--- src/rtl/keypad_scanner_pkg.sv ---
// keypad_pkg: shared types and constants for the 4x4 keypad scanner.
// The optional autorepeat feature (KEYPAD_AUTOREPEAT_EN) uses the repeat constants below.
package keypad_pkg;

    localparam int ROWS = 4;
    localparam int COLS = 4;

    // Scans from acceptance to the first repeat, then scans between repeats.
    localparam int AUTOREPEAT_DELAY  = 32;
    localparam int AUTOREPEAT_PERIOD = 8;

    typedef enum logic [1:0] {
        IDLE,
        CONFIRM,
        ACCEPT,
        HELD
    } keypad_state_t;

    typedef enum logic [1:0] {
        SCAN_NONE,
        SCAN_SINGLE,
        SCAN_MULTI
    } scan_class_t;

endpackage

--- src/rtl/keypad_scanner_synchroniser.sv ---
// keypad_synchroniser: generic two-flop synchroniser with asynchronous active-low
// reset and a configurable reset value, for any slow asynchronous input bus.
module keypad_synchroniser #(
    parameter int               WIDTH     = 1,
    parameter logic [WIDTH-1:0] RESET_VAL = '0
) (
    input  logic             clock_i,
    input  logic             reset_n_i,
    input  logic [WIDTH-1:0] data_i,
    output logic [WIDTH-1:0] data_o
);

    logic [WIDTH-1:0] meta_q;
    logic [WIDTH-1:0] sync_q;

    // Two back-to-back flops give metastability time to resolve.
    always_ff @(posedge clock_i or negedge reset_n_i) begin
        if (!reset_n_i) begin
            meta_q <= RESET_VAL;
            sync_q <= RESET_VAL;
        end else begin
            meta_q <= data_i;
            sync_q <= meta_q;
        end
    end

    assign data_o = sync_q;

endmodule

--- src/rtl/keypad_scanner.sv ---
// keypad_scanner: strobes the rows of a 4x4 matrix keypad, debounces whole scans
// and reports one key code per press with a single-cycle key_valid pulse.
// Define KEYPAD_AUTOREPEAT_EN to re-pulse key_valid while one key stays held.
module keypad_scanner
    import keypad_pkg::*;
#(
    parameter int SCAN_DIV_BITS  = 16,
    parameter int DEBOUNCE_SCANS = 4
) (
    input  logic            clock,
    input  logic            reset_n,
    output logic [ROWS-1:0] row_n,
    input  logic [COLS-1:0] col_n,
    output logic [3:0]      key_code,
    output logic            key_valid,
    output logic            key_held
);

    localparam logic [3:0] DEB_CNT = 4'(DEBOUNCE_SCANS);

    logic [SCAN_DIV_BITS-1:0] div_q;
    logic [1:0]               row_q;
    logic [ROWS-1:0]          row_n_q;
    logic [COLS-1:0]          col_sync;
    logic                     terminal;
    logic                     scan_done;

    // Accumulated result of the scan in progress: key count (2 means two or more).
    logic [1:0]  acc_cnt_q,  acc_cnt_d;
    logic [3:0]  acc_code_q, acc_code_d;
    scan_class_t scan_class;

    keypad_state_t state_q;
    logic [3:0]    cand_q;
    logic [3:0]    cnt_q;
    logic [3:0]    rel_q;
    logic [3:0]    key_code_q;
    logic          key_valid_q;
    logic          key_held_q;
`ifdef KEYPAD_AUTOREPEAT_EN
    logic [5:0]    rpt_q;
`endif

    keypad_synchroniser #(
        .WIDTH     (COLS),
        .RESET_VAL (4'b1111)
    ) u_col_sync (
        .clock_i   (clock),
        .reset_n_i (reset_n),
        .data_i    (col_n),
        .data_o    (col_sync)
    );

    // Columns are read on the last cycle of each row, after the strobe has settled.
    assign terminal  = &div_q;
    assign scan_done = terminal && (row_q == 2'd3);

    // Free-running divider; the row advances as the divider wraps.
    always_ff @(posedge clock or negedge reset_n) begin
        if (!reset_n) begin
            div_q   <= '0;
            row_q   <= 2'd0;
            row_n_q <= 4'b1110;
        end else begin
            div_q <= div_q + SCAN_DIV_BITS'(1);
            if (terminal) begin
                row_q   <= row_q + 2'd1;
                row_n_q <= ~(4'b0001 << (row_q + 2'd1));
            end
        end
    end

    // Fold this row's pressed columns into the scan totals; row 0 starts a fresh scan.
    always_comb begin
        acc_cnt_d  = (row_q == 2'd0) ? 2'd0 : acc_cnt_q;
        acc_code_d = (row_q == 2'd0) ? 4'd0 : acc_code_q;
        for (int c = 0; c < COLS; c++) begin
            if (!col_sync[c]) begin
                if (acc_cnt_d == 2'd0) begin
                    acc_code_d = {row_q, c[1:0]};
                end
                if (acc_cnt_d != 2'd2) begin
                    acc_cnt_d = acc_cnt_d + 2'd1;
                end
            end
        end
    end

    // Classify the finished scan from the totals including the row 3 sample.
    always_comb begin
        scan_class = SCAN_NONE;
        if (acc_cnt_d == 2'd1) begin
            scan_class = SCAN_SINGLE;
        end else if (acc_cnt_d == 2'd2) begin
            scan_class = SCAN_MULTI;
        end
    end

    // Hold the scan totals at each row sample.
    always_ff @(posedge clock or negedge reset_n) begin
        if (!reset_n) begin
            acc_cnt_q  <= 2'd0;
            acc_code_q <= 4'd0;
        end else if (terminal) begin
            acc_cnt_q  <= acc_cnt_d;
            acc_code_q <= acc_code_d;
        end
    end

    // Debounce FSM stepped once per completed scan; ACCEPT lasts exactly one clock.
    always_ff @(posedge clock or negedge reset_n) begin
        if (!reset_n) begin
            state_q     <= IDLE;
            cand_q      <= 4'd0;
            cnt_q       <= 4'd0;
            rel_q       <= 4'd0;
            key_code_q  <= 4'd0;
            key_valid_q <= 1'b0;
            key_held_q  <= 1'b0;
`ifdef KEYPAD_AUTOREPEAT_EN
            rpt_q       <= 6'd0;
`endif
        end else begin
            key_valid_q <= 1'b0;
            case (state_q)
                IDLE: begin
                    if (scan_done && scan_class == SCAN_SINGLE) begin
                        cand_q  <= acc_code_d;
                        cnt_q   <= 4'd1;
                        state_q <= (DEB_CNT == 4'd1) ? ACCEPT : CONFIRM;
                    end
                end
                CONFIRM: begin
                    if (scan_done) begin
                        if (scan_class != SCAN_SINGLE) begin
                            state_q <= IDLE;
                        end else if (acc_code_d == cand_q) begin
                            if (cnt_q != 4'hF) begin
                                cnt_q <= cnt_q + 4'd1;
                            end
                            if (cnt_q + 4'd1 == DEB_CNT) begin
                                state_q <= ACCEPT;
                            end
                        end else begin
                            cand_q <= acc_code_d;
                            cnt_q  <= 4'd1;
                        end
                    end
                end
                ACCEPT: begin
                    key_code_q  <= cand_q;
                    key_valid_q <= 1'b1;
                    key_held_q  <= 1'b1;
                    rel_q       <= 4'd0;
`ifdef KEYPAD_AUTOREPEAT_EN
                    rpt_q       <= 6'd0;
`endif
                    state_q     <= HELD;
                end
                HELD: begin
                    if (scan_done) begin
                        if (scan_class == SCAN_NONE) begin
                            if (rel_q != 4'hF) begin
                                rel_q <= rel_q + 4'd1;
                            end
                            if (rel_q + 4'd1 == DEB_CNT) begin
                                key_held_q <= 1'b0;
                                state_q    <= IDLE;
                            end
                        end else begin
                            rel_q <= 4'd0;
                        end
`ifdef KEYPAD_AUTOREPEAT_EN
                        // Reloading DELAY-PERIOD makes later repeats come every PERIOD scans.
                        if (scan_class == SCAN_SINGLE && acc_code_d == key_code_q) begin
                            if (rpt_q + 6'd1 == 6'(AUTOREPEAT_DELAY)) begin
                                key_valid_q <= 1'b1;
                                rpt_q       <= 6'(AUTOREPEAT_DELAY - AUTOREPEAT_PERIOD);
                            end else begin
                                rpt_q <= rpt_q + 6'd1;
                            end
                        end else begin
                            rpt_q <= 6'd0;
                        end
`endif
                    end
                end
                default: state_q <= IDLE;
            endcase
        end
    end

    assign row_n     = row_n_q;
    assign key_code  = key_code_q;
    assign key_valid = key_valid_q;
    assign key_held  = key_held_q;

endmodule

--- config.mk ---
export PLATFORM = sky130hd
export DESIGN_NAME = keypad_scanner
export DESIGN_NICKNAME = d
export VERILOG_FILES = /design/src/rtl/keypad_scanner_pkg.sv /design/src/rtl/keypad_scanner_synchroniser.sv /design/src/rtl/keypad_scanner.sv
export SDC_FILE = /design/constraint.sdc
export NUM_CORES = 1
export LEC_CHECK = 0
export CAP_MARGIN = 0
export CORE_MARGIN = 2
export CORE_UTILIZATION = 55
export DETAILED_ROUTE_END_ITERATION = 7
export PLACE_DENSITY = 0.7
export SYNTH_ARGS = -nofsm -noshare
export SYNTH_HDL_FRONTEND = slang
export SYNTH_HIERARCHICAL = 1
export SYNTH_SLANG_ARGS = --single-unit
--- constraint.sdc ---
create_clock -name clock -period 7.9 [get_ports clock]
set_clock_uncertainty 0.05 [all_clocks]
set_input_delay 1.58 -clock clock [delete_from_list [all_inputs] [get_ports clock]]
set_output_delay 1.58 -clock clock [all_outputs]
set_load 0.03 [all_outputs]
==> results of run 1 <==
-- stage by stage --
stage / hold slack, ps / instances / utilization / cell area [um^2]
finish: 309 / 381 / 0.619 / 3350
global route: 316 / 381 / 0.619 / 3350
CTS: 311 / 381 / 0.619 / 3350
detailed placement: 297 / 373 / 0.602 / 3250
global placement: 296 / 373 / 0.602 / 3250
floorplan: 295 / 292 / - / 3040
-- per-layer routing --
metal	wire, um	up-vias
met5	0	-
li1	-	1046
met3	159	10
met4	95	0
met1	2560	1022
met2	2610	20
-- worst reg2reg max path: stages (launching register included) --
cell and delay, ps:
dfrtp_1 450, inv_1 140, ha_1 300, or2b_2 360, ha_1 300, nor2b_1 200, a2111oi_0 460, a221oi_1 110
ha_1 300, nor2_1 40, a21oi_1 150, inv_1 60, ha_1 190, nor2b_1 140, nor3_2 260, o21ai_4 140
a21boi_4 170, nor3_1 300, nand3_1 180, a221o_1 350
-- path summary, 6_finish.rpt --
path                                           start  slack, ps                    to  cells past startpoint
worst max-delay path                        row_q[0]       3150            state_q[0]                     19
worst min-delay path            u_col_sync/meta_q[1]        310  u_col_sync/data_o[1]                      0
worst max register to register              row_q[0]       3150            state_q[0]                     19
worst min register to register  u_col_sync/meta_q[1]        310  u_col_sync/data_o[1]                      0
max in group asynchronous                    reset_n       6020             key_valid                      2
min in group asynchronous                    reset_n       1340             div_q[13]                      2
-- layout make-up --
| class | count | share of cell area |
|---|---|---|
| inverter | 13 | 0.0146 |
| sequential | 56 | 0.423 |
| multi-input combinational | 216 | 0.462 |
| timing repair buffer | 16 | 0.0456 |
| clock inverter | 2 | 0.00299 |
| tap | 72 | 0.0269 |
| clock buffer | 6 | 0.0247 |
-- synth_stat cells (2+ instances only) --
master | count | share of area
dfrtp_1 | 45 | 0.37
nand2_1 | 43 | 0.053
nand3_1 | 20 | 0.033
ha_1 | 13 | 0.054
inv_1 | 13 | 0.016
a21oi_1 | 12 | 0.020
nor2_1 | 12 | 0.015
xnor2_1 | 12 | 0.035
dfstp_2 | 11 | 0.095
nand2b_1 | 11 | 0.023
o21ai_0 | 10 | 0.016
and3_1 | 9 | 0.019
mux2_2 | 6 | 0.022
nor2b_1 | 6 | 0.012
xor2_1 | 6 | 0.017
clkbuf_1 | 5 | 0.0062
mux2i_1 | 4 | 0.013
nand4_1 | 4 | 0.0082
a22o_1 | 3 | 0.0086
nor3_1 | 3 | 0.0049
a2111oi_4 | 2 | 0.018
a21oi_2 | 2 | 0.0058
and2_1 | 2 | 0.0041
and2b_1 | 2 | 0.0049
and4_1 | 2 | 0.0058
buf_2 | 2 | 0.0033
mux2_1 | 2 | 0.0074
nand3b_1 | 2 | 0.0049
o211ai_1 | 2 | 0.0049
-- power breakdown --
| group | internal, W | leakage [nW] | switching, W |
|---|---|---|---|
| clock | 0.0000701 | 0.0510 | 0.0000879 |
| sequential | 0.000290 | 0.730 | 0.00000307 |
| combinational | 0.0000131 | 0.691 | 0.0000201 |
| total | 0.000374 | 1.47 | 0.000111 |
-- cell usage in the layout (no fill, tap or decap), types with 9 or more instances in the layout --
cell type / netlist / routed
nand2b_1: 11 / 11
nand3_1: 20 / 20
clkdlybuf4s50_1: 0 / 14
nand2_1: 43 / 43
inv_1: 13 / 13
ha_1: 13 / 13
and3_1: 9 / 9
a21oi_1: 12 / 12
nor2_1: 12 / 12
dfrtp_1: 45 / 45
xnor2_1: 12 / 12
dfstp_2: 11 / 11
o21ai_0: 10 / 10
-- cell families after synthesis --
family | after synthesis
flip-flops | 56
XOR/XNOR | 19
AND/OR/NAND/NOR | 121
buffers and inverters | 20
AO/OA/AOI/OAI | 51
multiplexers | 12
adder cells (fa/ha/maj) | 13
==> results.sh, run 1 <==
export IMPL_worst_path_buf_inv=2
export IMPL_die_w_um=78.3
export IMPL_groute_layer_met3_usage=0.0437
export IMPL_route_detailed_drc=0
export IMPL_coreArea_um2=5410
export IMPL_port_buffer_count=15
export IMPL_clk_latency_ps=310
export IMPL_critical_path_max_stage_delay_ps=460
export IMPL_rsz0062_at_grt="no"
export IMPL_synthAdderAreaFrac=0.0535
export IMPL_final_antenna_net_count=0
export IMPL_max_freq_ghz=0.210
export IMPL_grt_max_degree=57
export IMPL_syn_nets=311
export IMPL_hold_viol_final=0
export IMPL_largest_register_ffs=16
export IMPL_grt_total_usage=0.204
export IMPL_finalWeightedCongestion=0.822
export IMPL_finalPower_w=0.000485
export IMPL_use_met2=0.341
export IMPL_tightest_slew_ps=865
export IMPL_crit_fanout=9
export IMPL_critPathTopFamily="simple AND/OR/NAND/NOR gates"
export IMPL_ys_seq_area_frac=0.466
export IMPL_finalSetupTns_ps=0
export IMPL_drv_slew=0
export IMPL_fillers=457
export IMPL_largest_register="div_q"
export IMPL_critPathKind="reg2reg"
export IMPL_path_common_cell="ha_1"
export IMPL_met1_usage=0.266
export IMPL_ys_warn_count=6
export IMPL_grt_pass1_vias=2152
export IMPL_muxShareOfSynthArea=0.0428
export IMPL_synth_ff_type="dfrtp_1"
export IMPL_crit_path_end_kind="register"
export IMPL_dp_hpwl_um=4040
export IMPL_ir_drop_mv=0.105
export IMPL_seq_area_um2=1420
export IMPL_arrival_ps=4900
export IMPL_worstPathCellList="inv_1, ha_1, or2b_2, ha_1, nor2b_1, a2111oi_0, a221oi_1, ha_1, nor2_1, a21oi_1, inv_1, ha_1, nor2b_1, nor3_2, o21ai_4, a21boi_4, nor3_1, nand3_1, a221o_1"
export IMPL_htreeDepth=2
export IMPL_synth_top_family_by_area="simple AND/OR/NAND/NOR gates"
export IMPL_ys_seq_elements=56
export IMPL_cts_tree="built"
export IMPL_cts_buffer_depth=2
export IMPL_worst_slack_ps=3150
export IMPL_multi_input_area_um2=1550
export IMPL_clkTransAtPathRegs_ps=100
export IMPL_wl_per_cell_um=14.2
export IMPL_io_pins=16
export IMPL_avgSynthCellArea_um2=10.4
export IMPL_hp_class="reg2reg"
export IMPL_ctsRootBufferMaster="clkbuf_8"
export IMPL_drt_first_pass_iters=4
export IMPL_ys_types=55
export IMPL_first_iter_violations=115
export IMPL_p_leak_nw=1.47
export IMPL_slowest_stage="a2111oi_0"
export IMPL_viasPerCell=5.51
export IMPL_antenna_found_initial=0
export IMPL_synth_edf_count=0
export IMPL_die_y_um=78.3
export IMPL_grt_busiest_layer="met2"
export IMPL_async_reset_ff_frac=1.00
export IMPL_dp_slack_ps=3170
export IMPL_cap_violations=0
export IMPL_start_kind="register"
export IMPL_synth_xor_area_frac=0.0572
export IMPL_cts_hold_repair_buffers=0
export IMPL_die_area_um2=6140
export IMPL_syn_area_um2=3040
export IMPL_required_ps=8040
export IMPL_drt_total_wl_um=5420
export IMPL_period_minus_slack_ps=4750
export IMPL_post_cts_buffers=0
export IMPL_nets=327
export IMPL_cts_num_sinks=56
export IMPL_min_period_over_period=0.602
export IMPL_finalSetupViolCount=0
export IMPL_area_growth_pct=10.1
export IMPL_rows=27
export IMPL_synth_compound_area_share=0.147
export IMPL_cts_buffers=5
export IMPL_grt_overflow=0
export IMPL_n_antenna_cell=0
export IMPL_drive_above_1_share=0.142
export IMPL_cellPowerDensity_nw_per_um2=145
export IMPL_grt_pass1_wl_um=9830
export IMPL_routed_via_count=2098
export IMPL_status="complete, no violations"
export IMPL_yosys_area_share_simple=0.209
export IMPL_max_slew_margin=0.419
export IMPL_cts_resized=0
export IMPL_start_util=0.562
export IMPL_synth_cells=292
Power figures use the tool's default switching activity.
==> inputs of run 2 (changes only) <==
Clock period 7.9 ns to 4.7 ns, I/O delays scaled along.
==> run 2 against run 1 <==
Against the previous run:
- utilization is 1.9 points higher
- clock power is 74% higher
- sequential power is 69% higher
- count of clock-buffer cells in the layout stayed put
- cell count is 1.6% higher
- design area is 3.1% higher
- non-clock buffer count is 6 higher
- critical path depth is 1 higher
- power is 71% higher
- first-iteration DRC count is 37% lower
- sequential cell count stayed put
- critical path type unchanged
- largest power group unchanged
- highest routed layer unchanged
==> results.sh, run 2 (synthesis gave the netlist of run 1 again) <==
export IMPL_largest_register="div_q"
export IMPL_htreeDepth=2
export IMPL_max_freq_ghz=0.227
export IMPL_largest_register_ffs=16
export IMPL_cap_violations=0
export IMPL_tightest_slew_ps=845
export IMPL_grt_pass1_vias=2039
export IMPL_fillers=458
export IMPL_min_period_over_period=0.936
export IMPL_grt_overflow=0
export IMPL_cp_startpoint="row_q[1]"
export IMPL_route_detailed_drc=0
export IMPL_hp_class="reg2reg"
export IMPL_p_leak_nw=1.50
export IMPL_viasPerCell=5.53
export IMPL_routed_via_count=2139
export IMPL_die_area_um2=6140
export IMPL_cts_buffers=5
export IMPL_ir_drop_mv=0.165
export IMPL_hold_path_depth=0
export IMPL_clkTransAtPathRegs_ps=100
export IMPL_max_slew_margin=0.432
export IMPL_grt_max_degree=57
export IMPL_period_minus_slack_ps=4400
export IMPL_final_antenna_net_count=0
export IMPL_n_antenna_cell=0
export IMPL_status="complete, no violations"
export IMPL_antenna_found_initial=0
export IMPL_first_iter_violations=73
export IMPL_cellPowerDensity_nw_per_um2=239
export IMPL_coreArea_um2=5410
export IMPL_drive_above_1_share=0.187
export IMPL_port_buffer_count=15
export IMPL_drt_total_wl_um=5790
export IMPL_crit_path_end="cnt_q[0]"
export IMPL_clk_latency_ps=310
export IMPL_layout_common_cells="nand2_1 (43), dfrtp_1 (43), nand3_1 (19), clkdlybuf4s50_1 (14)"
export IMPL_start_kind="register"
export IMPL_grt_pass1_wl_um=9610
export IMPL_area_growth_pct=13.5
export IMPL_wl_per_cell_um=15.0
export IMPL_nets=333
export IMPL_reg2reg_depth=20
export IMPL_finalWeightedCongestion=0.853
export IMPL_ctsRootBufferMaster="clkbuf_8"
export IMPL_seq_area_um2=1420
export IMPL_cts_hold_repair_buffers=0
export IMPL_grt_total_usage=0.201
export IMPL_drv_slew=0
export IMPL_cts_tree="built"
export IMPL_multi_input_area_um2=1600
export IMPL_arrival_ps=4560
export IMPL_finalSetupTns_ps=0
export IMPL_crit_path_end_kind="register"
export IMPL_r2r_slack_ps=300
export IMPL_cts_buffer_depth=2
export IMPL_dp_hpwl_um=4080
export IMPL_hold_viol_final=0
export IMPL_postPlaceCellArea_um2=3270
export IMPL_rr_startpoint="row_q[1]"
export IMPL_required_ps=4860
export IMPL_drt_first_pass_iters=4
export IMPL_crit_fanout=7
export IMPL_cts_num_sinks=56
export IMPL_io_pins=16
export IMPL_finalSetupViolCount=0
export IMPL_rows=27
export IMPL_r2r_end="cnt_q[0]"
export IMPL_critPathKind="reg2reg"
export IMPL_finish_instance_area_um2=3450
export IMPL_die_w_um=78.3
export IMPL_start_util=0.562
export IMPL_die_y_um=78.3
run 2: cell type report:
type,count,share of cell area
well taps,72,0.0261
multi-input cells,216,0.465
repair buffers,22,0.0573
flip-flops and latches,56,0.411
clock inverters,2,0.00290
inverters,13,0.0141
clock buffers,6,0.0239
run 2: report_power, final:
group | total (W) | leakage [nW] | internal (W) | switching [W]
registers | 0.000494 | 0.726 | 0.000488 | 0.00000556
clock network | 0.000275 | 0.0510 | 0.000118 | 0.000156
logic | 0.0000582 | 0.724 | 0.0000226 | 0.0000355
total | 0.000826 | 1.50 | 0.000629 | 0.000198
run 2: critical path, cell delays in order, from the launching register on:
cell	delay (ps)
dfrtp_2	420
inv_1	110
ha_1	270
or2b_2	350
ha_1	300
nor2b_1	160
a2111oi_2	380
a221oi_1	100
ha_1	290
nor2_1	30
a21oi_1	170
inv_1	60
ha_1	190
nor2b_1	140
nor3_2	200
o21ai_4	160
a21boi_4	190
nor4_4	250
buf_4	170
nand3_1	70
a22o_1	230
run 2: what timing repair did:
| item | CTS | global route |
|---|---|---|
| gates resized for setup | 1 | 12 |
| buffers inserted | 0 | 4 |
| pin swaps | 0 | 2 |
| setup endpoints to repair | 3 | 10 |
run 2: worst min-delay path by stage:
stage                    startpoint                   end  slack [ps]
2_1_floorplan  u_col_sync/meta_q[0]  u_col_sync/data_o[0]         300
3_3_place_gp   u_col_sync/meta_q[1]  u_col_sync/data_o[1]         300
3_5_place_dp   u_col_sync/meta_q[2]  u_col_sync/data_o[2]         300
4_1_cts        u_col_sync/meta_q[2]  u_col_sync/data_o[2]         310
5_1_grt        u_col_sync/meta_q[3]  u_col_sync/data_o[3]         310
6_report       u_col_sync/meta_q[2]  u_col_sync/data_o[2]         310
run 2: per-stage QoR:
stage / hold WS (ps) / setup WS [ps] / total power, W / util / cells
4_1_cts: 311 / 31.4 / 0.000830 / 0.622 / 383
6_report: 310 / 302 / 0.000826 / 0.638 / 387
5_1_grt: 315 / -17.6 / 0.000862 / 0.638 / 387
3_3_place_gp: 296 / 262 / 0.000559 / 0.605 / 375
3_5_place_dp: 297 / 8.89 / 0.000560 / 0.605 / 375
2_1_floorplan: 295 / 395 / 0.000537 / - / 292
run 2: metal layers:
layer / GRT usage / vias up / share of wire
met4: 0.0737 / 0 / 0.014
met1: 0.282 / 1042 / 0.47
met2: 0.311 / 25 / 0.49
li1: - / 1065 / -
met5: 0 / - / 0
met3: 0.0391 / 7 / 0.027
==> inputs of run 3 (changes only) <==
Settings changed: ABC_AREA set to 1.
==> run 3 against run 2 <==
Against the previous run:
- via count down 0.89%
- design area down 6.3%
- area after synthesis down 4.4%
- die area down 4.2%
- critical endpoint is now cnt_q[3]
- fmax up 12%
- largest cell class is now sequential cells
- sequential cell count unchanged
- worst hold slack about the same
- synthesized cell count up 12%
- routed wire length down 15%
- register-to-register slack better by 460 ps
- power up 2.1%
==> results.sh, run 3 <==
export IMPL_first_iter_violations=77
export IMPL_ys_types=33
export IMPL_synth_edf_count=0
export IMPL_finalSetupViolCount=0
export IMPL_htreeDepth=2
export IMPL_synth_cells=328
export IMPL_synth_top_cell_area_share=0.388
export IMPL_start_util=0.569
export IMPL_required_ps=4900
export IMPL_drt_first_pass_iters=4
export IMPL_hold_ws_ps=311
export IMPL_netlist_top_cells_count="nand2_1 (83), dfrtp_1 (45), inv_1 (35)"
export IMPL_cts_buffer_depth=2
export IMPL_routed_via_count=2120
export IMPL_hp_class="reg2reg"
export IMPL_die_w_um=76.7
export IMPL_ctsRootBufferMaster="clkbuf_8"
export IMPL_drt_total_wl_um=4940
export IMPL_dp_hpwl_um=3740
export IMPL_crit_path_end_kind="register"
export IMPL_io_pins=16
export IMPL_final_antenna_net_count=0
export IMPL_clk_latency_ps=310
export IMPL_nets=367
export IMPL_post_synth_top_count_cell="nand2_1"
export IMPL_hold_path_depth=0
export IMPL_synth_area_leaders="dfrtp_1 (39%), nand2_1 (11%), dfstp_2 (9.9%)"
export IMPL_period_minus_slack_ps=3940
export IMPL_ys_seq_area_frac=0.487
export IMPL_p_leak_nw=1.58
export IMPL_ys_seq_elements=56
export IMPL_min_period_over_period=0.838
export IMPL_max_slew_margin=0.590
export IMPL_start_kind="register"
export IMPL_rsz0062_at_grt="no"
export IMPL_hold_viol_final=0
export IMPL_layout_common_cells="nand2_1 (83), dfrtp_1 (45), inv_1 (35), nand3_1 (34), o21ai_0 (18)"
export IMPL_port_buffer_count=15
export IMPL_finish_instance_area_um2=3230
export IMPL_grt_pass1_wl_um=9300
export IMPL_r2r_slack_ps=760
export IMPL_grt_max_degree=32
export IMPL_critPathKind="reg2reg"
export IMPL_ys_warn_count=6
export IMPL_hold_start="u_col_sync/meta_q[1]"
export IMPL_synth_area_leader_cell="dfrtp_1"
export IMPL_holdPathEnd="u_col_sync/data_o[1]"
export IMPL_area_growth_pct=11.3
export IMPL_coreArea_um2=5110
export IMPL_reg2reg_depth=22
export IMPL_syn_nets=347
export IMPL_viasPerCell=5.06
export IMPL_syn_area_um2=2910
export IMPL_finalSetupTns_ps=0
export IMPL_status="complete, no violations"
export IMPL_avgSynthCellArea_um2=8.86
export IMPL_rows=26
export IMPL_cts_buffers=5
export IMPL_drv_slew=0
export IMPL_largest_register="div_q"
export IMPL_largest_register_ffs=16
export IMPL_clkTransAtPathRegs_ps=100
export IMPL_cellPowerDensity_nw_per_um2=261
export IMPL_finalWeightedCongestion=0.818
export IMPL_cap_violations=0
export IMPL_r2r_end="cnt_q[3]"
export IMPL_antenna_found_initial=0
export IMPL_die_area_um2=5880
export IMPL_drive_above_1_share=0.129
export IMPL_cts_resized=0
export IMPL_max_freq_ghz=0.254
export IMPL_arrival_ps=4130
export IMPL_synth_ff_type="dfrtp_1"
export IMPL_postPlaceCellArea_um2=3130
export IMPL_die_y_um=76.7
export IMPL_rr_startpoint="row_q[0]"
export IMPL_mostFrequentLayoutCell="nand2_1"
export IMPL_crit_fanout=9
export IMPL_n_antenna_cell=0
export IMPL_async_reset_ff_frac=1.00
export IMPL_grt_pass1_vias=2153
export IMPL_grt_total_usage=0.197
export IMPL_route_detailed_drc=0
export IMPL_cts_num_sinks=56
export IMPL_post_cts_buffers=0
export IMPL_ir_drop_mv=0.183
export IMPL_cts_hold_repair_buffers=0
export IMPL_cts_tree="built"
export IMPL_grt_overflow=0
export IMPL_tightest_slew_ps=615
export IMPL_wl_per_cell_um=11.8
-- run 3: changes by cell type in the layout (fill, tap and decap cells not counted), sizes merged, moves of 6 or more --
cell | before | now
nand3 | 20 | 38
mux2 | 8 | 0
a21oi | 14 | 3
xnor2 | 12 | 2
and3 | 9 | 1
nand2 | 43 | 91
inv | 13 | 38
xor2 | 7 | 16
buf | 8 | 2
nor2b | 6 | 0
o21ai | 12 | 27
nand2b | 11 | 0
nor2 | 12 | 20
-- run 3: final cells by class --
cell class              count  area, um^2
clock buffers               6        93.8
repair buffers             16         153
clock inverters             2        12.5
fillers                   427        1870
multi-input cells         231        1330
well taps                  70        87.6
flip-flops and latches     56        1420
inverters                  38         143
-- run 3: through the flow --
step	worst slack [ps]	total power (W)	utilization	std cells
2_1_floorplan	1210	0.000540	-	328
3_3_place_gp	873	0.000561	0.612	411
3_5_place_dp	796	0.000562	0.612	411
4_1_cts	768	0.000859	0.633	419
5_1_grt	281	0.000883	0.633	419
6_report	762	0.000844	0.633	419
-- run 3: logic make-up (layout without fill, tap and decap cells) --
family          after synthesis  after routing  share of synthesized area
buf+inv                      41             62                     0.0556
simple gates                165            165                      0.280
fa+ha+maj                    13             13                     0.0560
flops                        56             56                      0.487
mux                           1              1                    0.00345
compound gates               34             34                     0.0642
xor+xnor                     18             18                     0.0543
-- run 3: worst max-delay path, stage by stage (launching register included) --
cell and delay, ps:
dfrtp_1 420, inv_1 110, ha_1 220, inv_2 120, nand2_1 130, ha_1 230
or2_0 220, nand2_1 90, nand2_1 70, nand3_2 80, nand2_4 60, ha_1 280
o21ai_0 230, ha_1 190, nand2_1 180, o21ai_0 190, ha_1 240, inv_1 90
nor3_4 230, nand2_1 120, nor2_2 180, nand2_1 80, o21ai_2 60
-- run 3: where the power goes --
group	switching (W)	leakage [nW]	internal, W
clock	0.000156	0.0523	0.000137
sequential	0.00000275	0.730	0.000488
combinational	0.0000409	0.798	0.0000200
-- run 3: worst max-delay path by stage --
stage              from       end  slack [ps]  depth (start not counted)
5_1_grt        row_q[0]  cnt_q[1]         280                         23
4_1_cts        row_q[0]  cnt_q[3]         770                         22
3_3_place_gp   row_q[0]  cnt_q[3]         870                         21
2_1_floorplan  row_q[0]  cnt_q[3]        1210                         22
3_5_place_dp   row_q[0]  cnt_q[3]         800                         21
6_report       row_q[0]  cnt_q[3]         760                         22
-- run 3: layer usage --
metal	global-route usage	routed length [um]	vias up
li1	-	-	1092
met1	0.248	2320	987
met2	0.324	2330	30
met3	0.0506	194	11
met4	0.0836	99	0
met5	0	0	-
